**src/rtl/comb_filter_var.sv**
```systemverilog
// Variable-delay feedback comb filter for I/Q sample pairs with a 1-cycle registered output.
// Define COMB_FILTER_HIST_CLEAR_EN to add the CLEAR sweep that zeroes history and drives busy.
module comb_filter_var #(
    parameter int BIT_WIDTH  = 16,
    parameter int DELAY_LOG2 = 3,
    parameter int FB_SHIFT   = 3
) (
    input  logic                  clock,
    input  logic                  reset_n,
    input  logic                  strobe_in,
    input  logic [BIT_WIDTH-1:0]  i_in,
    input  logic [BIT_WIDTH-1:0]  q_in,
    input  logic [DELAY_LOG2-1:0] delay_sel,
    input  logic                  bypass,
    output logic                  strobe_out,
    output logic [BIT_WIDTH-1:0]  i_out,
    output logic [BIT_WIDTH-1:0]  q_out,
    output logic                  busy
);
    localparam int W     = BIT_WIDTH + FB_SHIFT;
    localparam int DEPTH = 1 << DELAY_LOG2;

    logic [DELAY_LOG2-1:0] r_delay;
    logic [DELAY_LOG2-1:0] r_ptr;
    logic                  r_strobe;
    logic [BIT_WIDTH-1:0]  r_iOut;
    logic [BIT_WIDTH-1:0]  r_qOut;
    logic signed [W-1:0]   r_histI [DEPTH];
    logic signed [W-1:0]   r_histQ [DEPTH];

    logic                  w_delayChange;
    logic                  w_busy;
    logic                  w_clrWrite;
    logic                  w_zeroOut;
    logic                  w_accept;
    logic                  w_update;
    logic [DELAY_LOG2-1:0] w_clrIdx;
    logic signed [W-1:0]   w_xI;
    logic signed [W-1:0]   w_xQ;
    logic signed [W-1:0]   w_hI;
    logic signed [W-1:0]   w_hQ;
    logic signed [W-1:0]   w_sumI;
    logic signed [W-1:0]   w_sumQ;

    // A strobe coinciding with a delay change is dropped so the new delay starts from slot 0.
    assign w_delayChange = (delay_sel != r_delay);
    assign w_accept      = strobe_in && !w_busy && !w_delayChange;
    assign w_update      = w_accept && !bypass;

    assign w_xI   = W'(signed'(i_in));
    assign w_xQ   = W'(signed'(q_in));
    assign w_hI   = r_histI[r_ptr];
    assign w_hQ   = r_histQ[r_ptr];
    assign w_sumI = w_xI - w_hI + (w_hI >>> FB_SHIFT);
    assign w_sumQ = w_xQ - w_hQ + (w_hQ >>> FB_SHIFT);

`ifdef COMB_FILTER_HIST_CLEAR_EN
    typedef enum logic {ST_CLEAR, ST_RUN} state_t;

    state_t                r_state;
    state_t                w_stateNext;
    logic [DELAY_LOG2-1:0] r_clrIdx;
    logic [DELAY_LOG2-1:0] w_clrIdxNext;

    always_ff @(posedge clock) begin
        if (!reset_n) begin
            r_state  <= ST_CLEAR;
            r_clrIdx <= '0;
        end else begin
            r_state  <= w_stateNext;
            r_clrIdx <= w_clrIdxNext;
        end
    end

    always_comb begin
        w_stateNext  = r_state;
        w_clrIdxNext = r_clrIdx;
        w_clrWrite   = 1'b0;
        w_zeroOut    = 1'b0;
        w_busy       = (r_state == ST_CLEAR);
        if (w_delayChange) begin
            w_stateNext  = ST_CLEAR;
            w_clrIdxNext = '0;
            w_zeroOut    = 1'b1;
        end else if (r_state == ST_CLEAR) begin
            w_clrWrite = 1'b1;
            w_zeroOut  = 1'b1;
            if (&r_clrIdx) begin
                w_stateNext = ST_RUN;
            end else begin
                w_clrIdxNext = r_clrIdx + 1'b1;
            end
        end
    end

    assign w_clrIdx = r_clrIdx;
`else
    assign w_busy     = 1'b0;
    assign w_clrWrite = 1'b0;
    assign w_zeroOut  = 1'b0;
    assign w_clrIdx   = '0;
`endif

    // History has no reset so it can map onto RAM; the clear sweep owns its initial contents.
    always_ff @(posedge clock) begin
        if (reset_n) begin
            if (w_clrWrite) begin
                r_histI[w_clrIdx] <= '0;
                r_histQ[w_clrIdx] <= '0;
            end else if (w_update) begin
                r_histI[r_ptr] <= w_sumI;
                r_histQ[r_ptr] <= w_sumQ;
            end
        end
    end

    always_ff @(posedge clock) begin
        if (!reset_n) begin
            r_delay  <= delay_sel;
            r_ptr    <= '0;
            r_strobe <= 1'b0;
            r_iOut   <= '0;
            r_qOut   <= '0;
        end else begin
            r_delay  <= delay_sel;
            r_strobe <= w_accept;
            if (w_delayChange) begin
                r_ptr <= '0;
            end else if (w_update) begin
                r_ptr <= (r_ptr == r_delay) ? '0 : r_ptr + 1'b1;
            end
            if (w_zeroOut) begin
                r_iOut <= '0;
                r_qOut <= '0;
            end else if (w_accept) begin
                if (bypass) begin
                    r_iOut <= i_in;
                    r_qOut <= q_in;
                end else begin
                    r_iOut <= w_sumI[W-1:FB_SHIFT];
                    r_qOut <= w_sumQ[W-1:FB_SHIFT];
                end
            end
        end
    end

    assign strobe_out = r_strobe;
    assign i_out      = r_iOut;
    assign q_out      = r_qOut;
    assign busy       = w_busy;

endmodule

```
**config.mk**
```make
export PLATFORM = sky130hd
export DESIGN_NAME = comb_filter_var
export DESIGN_NICKNAME = d
export VERILOG_FILES = /design/src/rtl/comb_filter_var.sv
export SDC_FILE = /design/constraint.sdc
export NUM_CORES = 1
export LEC_CHECK = 0
export ABC_AREA = 1
export BUFFER_PORTS_ARGS = -buffer_cell sky130_fd_sc_hd__buf_2
export CORE_UTILIZATION = 35
export DETAILED_ROUTE_END_ITERATION = 10
export PLACE_DENSITY = 0.56
export SYNTH_ARGS = -nofsm -noshare
export SYNTH_HDL_FRONTEND = slang
export SYNTH_SLANG_ARGS = --single-unit
```
**constraint.sdc**
```tcl
create_clock -name clock -period 7.9 [get_ports clock]
set_input_delay 1.58 -clock clock [delete_from_list [all_inputs] [get_ports clock]]
set_output_delay 1.58 -clock clock [all_outputs]
set_load 0.01 [all_outputs]
```
==> impl_metrics.csv, run 1 <==
group,metric,value,unit
run_status,outcome,"finished, violations left",
run_status,failing_checks,"DRC",
routing,final_antenna_net_count,0,
synthesis,ys_async_sr_fraction,0,%
timing,slew_headroom,28.08,%
clocking,htree_levels,2,
global_route,global_route.usage.total,17.67,%
pwr,static_leakage,7.472,nW
finish,register_area,9975,um2
routing,detail_route.first_pass.iterations,9,
synthesis,yosys.area_share.adder,7.211,%
synthesis,synth_top_family_by_area,"compound AO/OA/AOI/OAI gates",
pwr,p_seq_share,51.2,%
synthesis,synth_fp_nets,1756,
floorplan,die_w,220.8,um
worst_hold_path,worstHoldPathCells,2,
synthesis,post_synth_and_or_nand_nor_area_fraction,12.63,%
timing,setup_repair_after_global_routing_missed_its_margin,"false",
synthesis,post-synth-top-area-cell,"sky130_fd_sc_hd__edfxtp_1",
worst_setup_path,timing.reg2reg.setup_slack,2.68,ns
worst_setup_path,worst-setup-path-type,"reg2reg",
finish,final_net_count,1806,
synthesis,synthDominantCellAreaShare,54.46,%
pwr,intPower,3.097,mW
global_route,first_global_vias,11497,
finish,drive_gt1_share,9.160,%
finish,multi_input_area,5694,um2
worst_setup_path,crit_path_end_kind,"flop",
worst_setup_path,critical_path_arrival,5.67,ns
synthesis,seq_area_frac_synth,59.48,%
clocking,cts_root_buf,"sky130_fd_sc_hd__clkbuf_16",
place,preCtsSetupSlack,2.704,ns
worst_setup_path,number_of_cell_instances_on_the_worst_register_to_register_path,17,
global_route,total_overflow_reported_by_the_global_router,0,
worst_setup_path,worstPathMaxFanout,106,
worst_setup_path,cp_data_required_time,8.35,ns
floorplan,design.die.area,48770,um2
routing,post_drt_via_cell_ratio,5.109,
routing,route.detailed.wl_per_inst,18.51,um
clocking,cts_hold_buffers,0,
floorplan,floorplan.core_area,46850,um2
worst_setup_path,critical_path.cell_chain,"inv_4, buf_4, o21ai_0, o22ai_1, inv_1, o21ai_1, inv_1, fa_1, inv_1, ha_1, nand3_1, nand3_1, nand2_1, nand2_1, xor2_1, nand2_1, a21oi_1",
timing,setup_tns,0,ns
finish,fillCellCount,4547,
routing,drc,7,
clocking,clkLatencyLatePin,0.52,ns
synthesis,ys.flop_type,"sky130_fd_sc_hd__edfxtp_1",
clocking,tritoncts.num_buffers,37,
clocking,register_clock_pin_slew_on_the_reported_worst_setup_and_hold_paths,0.06,ns
global_route,grt_start_max_net_pins,107,
pwr,vdd_ir_drop_max,0.1543,mV
timing,final-setup-viol-count,0,
clocking,max-clock-path-buffers,3,
synthesis,synth_area,16760,um2
job,cap_violations,0,
synthesis,number_of_flops_mapped_to_enable_cells_by_yosys,304,
timing,slew_violations,0,
worst_setup_path,timing.critical_path.slowest_stage_cell,"sky130_fd_sc_hd__inv_4",
clocking,post-cts-setup-buffer-count,0,
pwr,switching_share,24.19,%
finish,syn2layout_area_growth,11.97,%
pwr,power_switching,988.4,uW
timing,finalHoldViolations,0,
synthesis,post_synth_inst_count,1642,
worst_hold_path,worstHoldEndpoint,"i_out[9]$_SDFFE_PN0P_",
pwr,post-layout-total-power,4.086,mW
place,place_hpwl,25.93,mm
synthesis,synth.area.mux_share,0,%
global_route,grt_antenna_before_repair,0,
finish,antenna-diode-count,0,
clocking,cts-resized-gates,0,
pwr,power_density,217.7,nW/um2
finish,post-route-cell-area,18770,um2
floorplan,die_y,220.8,um
place,place_area,17700,um2
clocking,cts_tree,"built",
floorplan,floorplan.io_pins,73,
synthesis,avgSynthCellArea,10.21,um2
timing,fin_skew,0.01149,ns
worst_setup_path,timing.rr.end,"q_out[4]$_SDFFE_PN0P_",
pwr,comb_power_share,10.5,%
synthesis,synth_commonest_cells,"304 x sky130_fd_sc_hd__edfxtp_1, 212 x sky130_fd_sc_hd__inv_1, 207 x sky130_fd_sc_hd__nor2_1",
floorplan,row_count,79,
worst_hold_path,timing.hold.worst.class,"reg2reg",
worst_hold_path,min-delay-start,"i_out[9]$_SDFFE_PN0P_",
synthesis,ys_warn_count,0,
global_route,first_pass_grt_wire_length,66.54,mm
place,place.gp.congestion,0.8699,
clocking,cts_sinks,346,
synthesis,synth_top_area_cells,"sky130_fd_sc_hd__edfxtp_1 54%, sky130_fd_sc_hd__o21ai_0 5.9%, sky130_fd_sc_hd__dfxtp_1 5.0%",
timing,clock.fmax,191.7,MHz
worst_setup_path,cp-start-kind,"flop",
routing,drt-initial-drc-count,868,
routing,drt_wl_total,42.96,mm
synthesis,synth-xor-area-share,1.150,%
place,port_buffers,71,
synthesis,ys_types,35,
floorplan,initial_utilization,35.77,%
timing,final.min_clock_period,5.216,ns
synthesis,ys_seq_elements,346,
worst_setup_path,cp_slowest_stage_delay,0.90,ns
routing,vias,11858,
timing,setup_ws,2.684,ns
pwr,pwr-share-clk,38.3,%
timing,timing.final.crit_share,66.03,%
synthesis,synthMostInstantiatedCell,"sky130_fd_sc_hd__edfxtp_1",
timing,worstMarginPinSlew,1.079,ns
synthesis,fraction_of_the_mapped_netlist_area_in_compound_gates,12.72,%
## power groups by stage
stage	sequential [mW]	combinational, mW	clock [mW]
CTS	2.09	0.430	1.60
finish	2.09	0.429	1.57
global placement	2.13	0.425	0
global route	2.09	0.483	1.66
detailed placement	2.13	0.427	0
floorplan	2.13	0.280	0
## critical path: cells and delay by family (launching register included)
kind / cells / cell delay [ns]
xor+xnor: 1 / 0.62
simple gates: 5 / 0.59
compound gates: 4 / 0.78
flops: 1 / 0.56
buf+inv: 5 / 1.68
fa+ha+maj: 2 / 0.87
## layer usage
layer	up-vias	GRT usage (%)	routed length [um]
met5	-	0	0
met3	64	2.802	2097
met4	0	4.827	881
li1	5700	-	-
met1	5812	24.55	20220
met2	282	28.66	19760
## worst max path at each step
| stage | startpoint | to |
|---|---|---|
| after global routing | flop | i_out[5]$_SDFFE_PN0P_ |
| after CTS | flop | q_out[4]$_SDFFE_PN0P_ |
| after global placement | flop | i_out[5]$_SDFFE_PN0P_ |
| final | flop | q_out[4]$_SDFFE_PN0P_ |
| after floorplan | delay_sel[2] | r_histI[3][0]$_DFFE_PP_ |
| after detailed placement | flop | q_out[4]$_SDFFE_PN0P_ |
## sequential cells by signal, indices dropped and copies added (netlist names), named ones only
register,flops
i_out,16
r_histI,152
r_histQ,152
r_delay,3
r_ptr,3
strobe_out,1
q_out,16
## through the flow
step	hold WS [ns]	std cells	utilization, %
floorplan	0.5213	1642	-
global placement	0.5169	2260	37.78
detailed placement	0.5253	2260	37.78
CTS	0.5429	2321	40.06
global route	0.5548	2321	40.06
finish	0.5392	2321	40.06
## layout make-up
type | instances | area share, %
multi-input combinational | 1007 | 30.34
clock buffer | 50 | 5.360
clock inverter | 11 | 0.3134
inverter | 214 | 4.294
tap | 607 | 4.047
timing repair buffer | 86 | 2.494
sequential | 346 | 53.15
## cell families after synthesis
family          after synthesis
compound gates              402
flops                       346
buf+inv                     289
simple gates                507
other cells                   1
fa+ha+maj                    75
xor+xnor                     22
## cell usage in the layout, fill, tap and decap left out, types with 11 or more instances in the layout
cell type	instances
sky130_fd_sc_hd__edfxtp_1	304
sky130_fd_sc_hd__inv_1	209
sky130_fd_sc_hd__nor2_1	207
sky130_fd_sc_hd__o21ai_0	197
sky130_fd_sc_hd__nand2_1	196
sky130_fd_sc_hd__a21oi_1	98
sky130_fd_sc_hd__buf_2	71
sky130_fd_sc_hd__o22ai_1	64
sky130_fd_sc_hd__nand3_1	54
sky130_fd_sc_hd__dfxtp_1	40
sky130_fd_sc_hd__ha_1	39
sky130_fd_sc_hd__clkbuf_16	38
sky130_fd_sc_hd__fa_1	36
sky130_fd_sc_hd__o21ai_1	25
sky130_fd_sc_hd__and2_1	24
sky130_fd_sc_hd__xor2_1	16
sky130_fd_sc_hd__buf_4	15
sky130_fd_sc_hd__clkbuf_1	11
Note: power is estimated with default switching activity, not from simulation.
==> run 2: changes to the inputs <==
Settings changed: ABC_AREA 1 to 0, PLACE_DENSITY 0.56 to 0.58.
Clock period 7.9 ns to 4.4 ns, I/O delays scaled along.
==> run 2 against run 1 <==
Net effect:
- non-clock buffer count grew 60
- sequential power grew 80%
- utilization grew 2.7 points
- power grew 95%
- first-iteration DRC count shrank 20%
- critical path depth shrank 3
- maximum frequency grew 23%
- highest routed layer is now met5
- the run now ends clean
- via count shrank 22%
==> impl_metrics.csv, run 2 <==
group,metric,value,unit
synthesis,post-synth-top-area-cell,"sky130_fd_sc_hd__edfxtp_1",
synthesis,ys_types,60,
global_route,grt_start_max_net_pins,42,
synthesis,synth_top_area_cells,"sky130_fd_sc_hd__edfxtp_1 57%, sky130_fd_sc_hd__mux4_2 11%, sky130_fd_sc_hd__dfxtp_1 5.3%",
place,preCtsSetupSlack,-0.05632,ns
timing,setup_repair_after_global_routing_missed_its_margin,"true",
synthesis,ys_seq_elements,346,
worst_setup_path,cp_slowest_stage_delay,0.52,ns
place,port_buffers,71,
finish,layout.cells.most_common,"sky130_fd_sc_hd__edfxtp_1",
pwr,power_density,416.5,nW/um2
clocking,cts_sinks,346,
pwr,pwr-share-clk,42.9,%
timing,slew_violations,0,
worst_setup_path,cp_top_family,"compound AO/OA/AOI/OAI gates",
synthesis,yosys.area_share.adder,7.550,%
floorplan,row_count,77,
timing,clock.fmax,235.4,MHz
place,place.gp.congestion,0.8681,
synthesis,ys.flop_type,"sky130_fd_sc_hd__edfxtp_1",
worst_setup_path,critical_path.cell_chain,"buf_12, mux4_2, mux2i_1, inv_1, fa_1, inv_1, ha_1, and2_4, nor3b_2, a311oi_2, o21ai_1, a21oi_1, xnor2_2, a22o_1",
synthesis,ys_warn_count,0,
timing,setup_ws,0.1511,ns
synthesis,fraction_of_the_mapped_netlist_area_in_compound_gates,6.542,%
global_route,grt_antenna_before_repair,2,
pwr,power_switching,1.845,mW
pwr,intPower,6.118,mW
finish,register_area,9978,um2
synthesis,synth-xor-area-share,2.454,%
global_route,first_pass_grt_wire_length,59.63,mm
worst_setup_path,worstPathMaxFanout,20,
synthesis,seq_area_frac_synth,62.28,%
pwr,vdd_ir_drop_max,0.2292,mV
routing,drc,0,
clocking,tritoncts.num_buffers,39,
worst_hold_path,timing.hold.worst.class,"in2reg",
run_status,outcome,"finished, final reports clean",
synthesis,synth_commonest_cells,"304 x sky130_fd_sc_hd__edfxtp_1, 129 x sky130_fd_sc_hd__inv_1, 76 x sky130_fd_sc_hd__mux4_2",
clocking,register_clock_pin_slew_on_the_reported_worst_setup_and_hold_paths,0.06,ns
finish,post-route-cell-area,19120,um2
finish,final_cell_count_no_fill,1806,
worst_setup_path,critical_path.n_buffers_inverters,3,
synthesis,synthDominantCellAreaShare,57.03,%
global_route,first_global_vias,9580,
floorplan,design.die.area,46600,um2
place,place_area,17630,um2
timing,timing.final.crit_share,96.57,%
finish,final_cell_mix,"304 x sky130_fd_sc_hd__edfxtp_1, 129 x sky130_fd_sc_hd__inv_1, 76 x sky130_fd_sc_hd__mux4_2",
synthesis,post_synth_and_or_nand_nor_area_fraction,3.572,%
worst_setup_path,cp-start-kind,"flop",
pwr,comb_power_share,9.9,%
timing,final-setup-viol-count,0,
clocking,htree_levels,2,
pwr,static_leakage,6.908,nW
floorplan,initial_utilization,35.81,%
clocking,clkLatencyLatePin,0.55,ns
place,dp_cells,1733,
job,cap_violations,0,
pwr,p_seq_share,47.3,%
finish,largestRegisters,"r_histI (152), r_histQ (152)",
timing,setup_tns,0,ns
worst_setup_path,worst-setup-path-type,"reg2reg",
finish,drive_gt1_share,27.59,%
finish,antenna-diode-count,0,
global_route,total_overflow_reported_by_the_global_router,0,
finish,multi_input_area,5547,um2
finish,syn2layout_area_growth,19.42,%
timing,final.min_clock_period,4.249,ns
global_route,global_route.usage.total,17.24,%
finish,fin_util,42.76,%
synthesis,synthMostInstantiatedCell,"sky130_fd_sc_hd__edfxtp_1",
timing,worstMarginPinSlew,0.9637,ns
routing,drt_wl_total,39.15,mm
place,place_hpwl,25.09,mm
synthesis,synth_area,16010,um2
timing,slew_headroom,35.75,%
worst_setup_path,critical_path_arrival,4.69,ns
floorplan,floorplan.io_pins,73,
worst_setup_path,crit_path_end_kind,"flop",
timing,finalHoldViolations,0,
worst_setup_path,path_common_cell,"sky130_fd_sc_hd__inv_1",
worst_setup_path,timing.critical_path.slowest_stage_cell,"sky130_fd_sc_hd__mux4_2",
clocking,max-clock-path-buffers,3,
worst_setup_path,cp_data_required_time,4.84,ns
floorplan,die_y,215.9,um
routing,post_drt_via_cell_ratio,5.123,
synthesis,synth.area.mux_share,13.32,%
routing,drt-initial-drc-count,697,
finish,fillCellCount,4076,
clocking,cts_tree,"built",
routing,detail_route.first_pass.iterations,5,
synthesis,ys_async_sr_fraction,0,%
routing,route.detailed.wl_per_inst,21.68,um
synthesis,synth_fp_nets,1157,
finish,final_net_count,1298,
synthesis,avgSynthCellArea,15.35,um2
routing,vias,9252,
routing,final_antenna_net_count,0,
synthesis,number_of_flops_mapped_to_enable_cells_by_yosys,304,
floorplan,floorplan.core_area,44700,um2
clocking,cts_root_buf,"sky130_fd_sc_hd__clkbuf_16",
synthesis,synth_top_family_by_area,"multiplexers",
floorplan,die_w,215.9,um
timing,fin_skew,0.01909,ns
pwr,switching_share,23.17,%
synthesis,post_synth_inst_count,1043,
worst_setup_path,timing.reg2reg.setup_slack,0.15,ns
run 2: changes by cell type after synthesis, sizes merged, moves of 33 or more:
| cell | change |
|---|---|
| o22ai | -64 |
| nand2 | -149 |
| nor2 | -186 |
| nand3 | -42 |
| mux4 | +76 |
| o21ai | -190 |
| mux2i | +33 |
| inv | -84 |
| a21oi | -42 |
run 2: kinds of logic after synthesis:
| logic type | after synthesis |
|---|---|
| DFF | 346 |
| buffers and inverters | 177 |
| AOI/OAI and AO/OA | 157 |
| and+or+nand+nor | 126 |
| muxes | 117 |
| adders and majority gates | 75 |
| xor gates and xnor gates | 44 |
| other | 1 |
run 2: final timing paths:
check	start	endpoint	cells after the start
worst max register to register	flop	q_out[12]$_SDFFE_PN0P_	14
worst min register to register	i_out[2]$_SDFFE_PN0P_	i_out[2]$_SDFFE_PN0P_	2
worst min-delay path	delay_sel[0]	r_delay[0]$_DFF_P_	1
worst max-delay path	flop	q_out[12]$_SDFFE_PN0P_	14
run 2: worst register-to-register path: stages, from the launching register on:
cell and delay [ns]:
sky130_fd_sc_hd__dfxtp_4 0.40, sky130_fd_sc_hd__buf_12 0.22, sky130_fd_sc_hd__mux4_2 0.52, sky130_fd_sc_hd__mux2i_1 0.25, sky130_fd_sc_hd__inv_1 0.10, sky130_fd_sc_hd__fa_1 0.51, sky130_fd_sc_hd__inv_1 0.04, sky130_fd_sc_hd__ha_1 0.34
sky130_fd_sc_hd__and2_4 0.20, sky130_fd_sc_hd__nor3b_2 0.15, sky130_fd_sc_hd__a311oi_2 0.41, sky130_fd_sc_hd__o21ai_1 0.28, sky130_fd_sc_hd__a21oi_1 0.29, sky130_fd_sc_hd__xnor2_2 0.19, sky130_fd_sc_hd__a22o_1 0.25
run 2: stage by stage:
stage	total power, mW	hold slack (ns)
3_5_place_dp	4.589	0.4878
6_report	7.963	0.4702
4_1_cts	8.017	0.4442
2_1_floorplan	4.293	0.5184
5_1_grt	8.231	0.4516
3_3_place_gp	4.574	0.4894
run 2: power by group through the flow:
stage          Clock (mW)  Sequential [mW]  Combinational [mW]
6_report             3.41             3.76               0.787
3_3_place_gp            0             3.83               0.740
3_5_place_dp            0             3.83               0.754
4_1_cts              3.49             3.76               0.760
2_1_floorplan           0             3.84               0.454
5_1_grt              3.59             3.76               0.873
run 2: per-layer routing:
metal	vias to the layer above	share of wire, %	GRT usage, %	wire length (um)
met1	4729	45	23.44	17540
li1	4201	-	-	-
met3	56	5.2	3.087	2018
met4	4	2.1	4.681	816
met5	-	0.059	0	23
met2	262	48	28.34	18750
run 2: repair_timing:
action,4_1_cts,5_1_grt
gates resized for setup,1,15
setup endpoints to repair,9,78
buffers inserted,0,2
pin swaps,0,2
hold buffers,0,0
run 2: final cells by class:
cell class | instances | share of cell area (%)
flip-flops and latches | 346 | 52.20
multi-input cells | 520 | 29.01
clock buffers | 48 | 5.609
repair buffers | 146 | 5.262
well taps | 592 | 3.875
inverters | 131 | 2.572
clock inverters | 23 | 1.473
==> run 3: changes to the inputs <==
Settings changed: BUFFER_PORTS_ARGS -buffer_cell sky130_fd_sc_hd__buf_2 to -buffer_cell sky130_fd_sc_hd__buf_4.
==> run 3 against run 2 <==
Net effect:
- via count is 0.97% lower
- clock skew hardly changed
- power is 0.36% higher
- sequential share of layout area is 0.45 points lower
- count of clock-buffer cells in the layout is 6 higher
- maximum frequency is 1.0% higher
- combinational power is 4.6% higher
- register-to-register slack better by 0.04 ns
- non-clock buffer count is 2 lower
- worst hold slack better by 0.0066 ns
- critical path type unchanged
- largest cell class unchanged
- highest routed layer is now met4
==> impl_metrics.csv, run 3 (synthesis results as in run 2) <==
group,metric,value,unit
clocking,max-clock-path-buffers,3,
routing,route.detailed.wl_per_inst,21.30,um
routing,drt_wl_total,38.43,mm
pwr,pwr-share-clk,42.6,%
worst_setup_path,cp-start-kind,"flop",
finish,largestRegisters,"r_histI (152), r_histQ (152)",
place,place_area,17800,um2
pwr,post-layout-total-power,7.992,mW
timing,worstMarginPinSlew,0.7990,ns
global_route,global_route.usage.total,16.83,%
timing,timing.final.crit_share,95.59,%
floorplan,die_y,215.9,um
timing,slew_violations,0,
pwr,power_density,414.4,nW/um2
clocking,tritoncts.num_buffers,40,
finish,final_cell_mix,"304 x sky130_fd_sc_hd__edfxtp_1, 136 x sky130_fd_sc_hd__buf_4, 129 x sky130_fd_sc_hd__inv_1",
routing,post_drt_via_cell_ratio,5.079,
finish,fin_util,43.14,%
global_route,global_route.usage.met2,28.08,%
global_route,first_global_vias,9643,
timing,setup_repair_after_global_routing_missed_its_margin,"true",
finish,drive_gt1_share,27.15,%
floorplan,row_count,77,
global_route,grt_use_met3,2.523,%
clocking,cts_hold_buffers,0,
routing,vias,9162,
run_status,outcome,"finished, final reports clean",
routing,final_antenna_net_count,0,
pwr,vdd_ir_drop_max,0.2595,mV
pwr,comb_power_share,10.3,%
floorplan,design.die.area,46600,um2
worst_hold_path,timing.hold.worst.class,"in2reg",
routing,drt-initial-drc-count,482,
floorplan,floorplan.io_pins,73,
floorplan,floorplan.core_area,44700,um2
timing,finalHoldViolations,0,
floorplan,die_w,215.9,um
routing,detail_route.first_pass.iterations,4,
pwr,power_switching,1.817,mW
clocking,htree_levels,2,
pwr,intPower,6.175,mW
job,cap_violations,0,
place,place_hpwl,24.20,mm
pwr,static_leakage,6.922,nW
finish,final_cell_count_no_fill,1804,
finish,syn2layout_area_growth,20.47,%
timing,clock.fmax,237.8,MHz
timing,slew_headroom,46.35,%
timing,setup_tns,0,ns
place,place.gp.congestion,0.8314,
global_route,grt_antenna_before_repair,0,
clocking,clkLatencyLatePin,0.53,ns
timing,fin_skew,0.01938,ns
worst_setup_path,critical_path_arrival,4.45,ns
worst_setup_path,crit_path_end_kind,"flop",
routing,drc,0,
global_route,total_overflow_reported_by_the_global_router,0,
global_route,first_pass_grt_wire_length,58.68,mm
global_route,grt_util_met1,22.84,%
finish,final_net_count,1297,
finish,post-route-cell-area,19280,um2
finish,fillCellCount,4062,
place,port_buffers,71,
worst_setup_path,cp_data_required_time,4.64,ns
pwr,switching_share,22.73,%
timing,final.min_clock_period,4.206,ns
pwr,p_seq_share,47.1,%
global_route,global_route.peak_usage_layer,"met2",
worst_setup_path,worstPathMaxFanout,28,
global_route,grt_start_max_net_pins,42,
clocking,register_clock_pin_slew_on_the_reported_worst_setup_and_hold_paths,0.06,ns
timing,final-setup-viol-count,0,
finish,antenna-diode-count,0,
clocking,cts_sinks,346,
finish,layout.cells.most_common,"sky130_fd_sc_hd__edfxtp_1",
place,dp_cells,1730,
worst_setup_path,worst-setup-path-type,"reg2reg",
floorplan,initial_utilization,35.81,%
clocking,cts_tree,"built",
clocking,cts_root_buf,"sky130_fd_sc_hd__clkbuf_16",
run 3: cell count changes in the layout (fill, tap and decap cells not counted), moves of 2 or more:
| cell | delta |
|---|---|
| sky130_fd_sc_hd__buf_4 | +68 |
| sky130_fd_sc_hd__clkinv_2 | -3 |
| sky130_fd_sc_hd__clkbuf_8 | +2 |
| sky130_fd_sc_hd__clkbuf_1 | +4 |
| sky130_fd_sc_hd__mux2i_2 | +2 |
| sky130_fd_sc_hd__mux2i_1 | -2 |
| sky130_fd_sc_hd__buf_2 | -71 |
| sky130_fd_sc_hd__clkinv_4 | -3 |
run 3: final cells by class:
cell class,count,area (um2),area share (%)
clock buffer,54,1115,5.781
clock inverter,17,236.5,1.226
inverter,131,491.7,2.550
multi-input combinational,520,5534,28.70
sequential,346,9978,51.74
tap,592,740.7,3.841
timing repair buffer,144,1189,6.164
run 3: metrics by stage:
step / hold WS [ns] / setup slack, ns
global placement: 0.4935 / 0.007628
finish: 0.4769 / 0.1942
CTS: 0.4524 / 0.001750
global route: 0.4626 / -0.01413
detailed placement: 0.4947 / -0.03378
floorplan: 0.5184 / -0.7597
run 3: final timing paths:
path	slack, ns	from	to	depth (start not counted)
worst max-delay path	0.19	flop	r_histQ[1][18]$_DFFE_PP_	12
worst min-delay path	0.48	delay_sel[2]	r_delay[2]$_DFF_P_	1
worst max register to register	0.19	flop	r_histQ[1][18]$_DFFE_PP_	12
worst min register to register	0.50	i_out[1]$_SDFFE_PN0P_	i_out[1]$_SDFFE_PN0P_	2
run 3: critical path, stage by stage (launching register included):
cell and delay (ns):
sky130_fd_sc_hd__dfxtp_4 0.40, sky130_fd_sc_hd__buf_12 0.26, sky130_fd_sc_hd__mux4_2 0.54, sky130_fd_sc_hd__mux2_2 0.29
sky130_fd_sc_hd__fa_1 0.51, sky130_fd_sc_hd__inv_1 0.06, sky130_fd_sc_hd__fa_1 0.40, sky130_fd_sc_hd__a21o_1 0.21
sky130_fd_sc_hd__a211oi_2 0.24, sky130_fd_sc_hd__nor3_1 0.11, sky130_fd_sc_hd__a31o_2 0.31, sky130_fd_sc_hd__a311oi_2 0.37
sky130_fd_sc_hd__xnor2_2 0.21
run 3: what timing repair did:
action	4_1_cts	5_1_grt
cloned	0	0
buffers inserted	0	3
gates resized for setup	3	15
pin swaps	0	2
setup endpoints to repair	24	82
run 3: layer usage:
metal / vias up / share of wire, % / routed length, um
met5: - / 0 / 0
met1: 4730 / 45 / 17410
met2: 198 / 48 / 18510
met4: 0 / 2.2 / 846
met3: 51 / 4.3 / 1664
li1: 4183 / - / -
run 3: power by group through the flow:
stage	combinational, mW	clock (mW)	sequential [mW]
floorplan	0.454	0	3.84
global placement	0.776	0	3.83
detailed placement	0.790	0	3.83
CTS	0.801	3.49	3.77
global route	0.911	3.58	3.77
finish	0.823	3.40	3.76
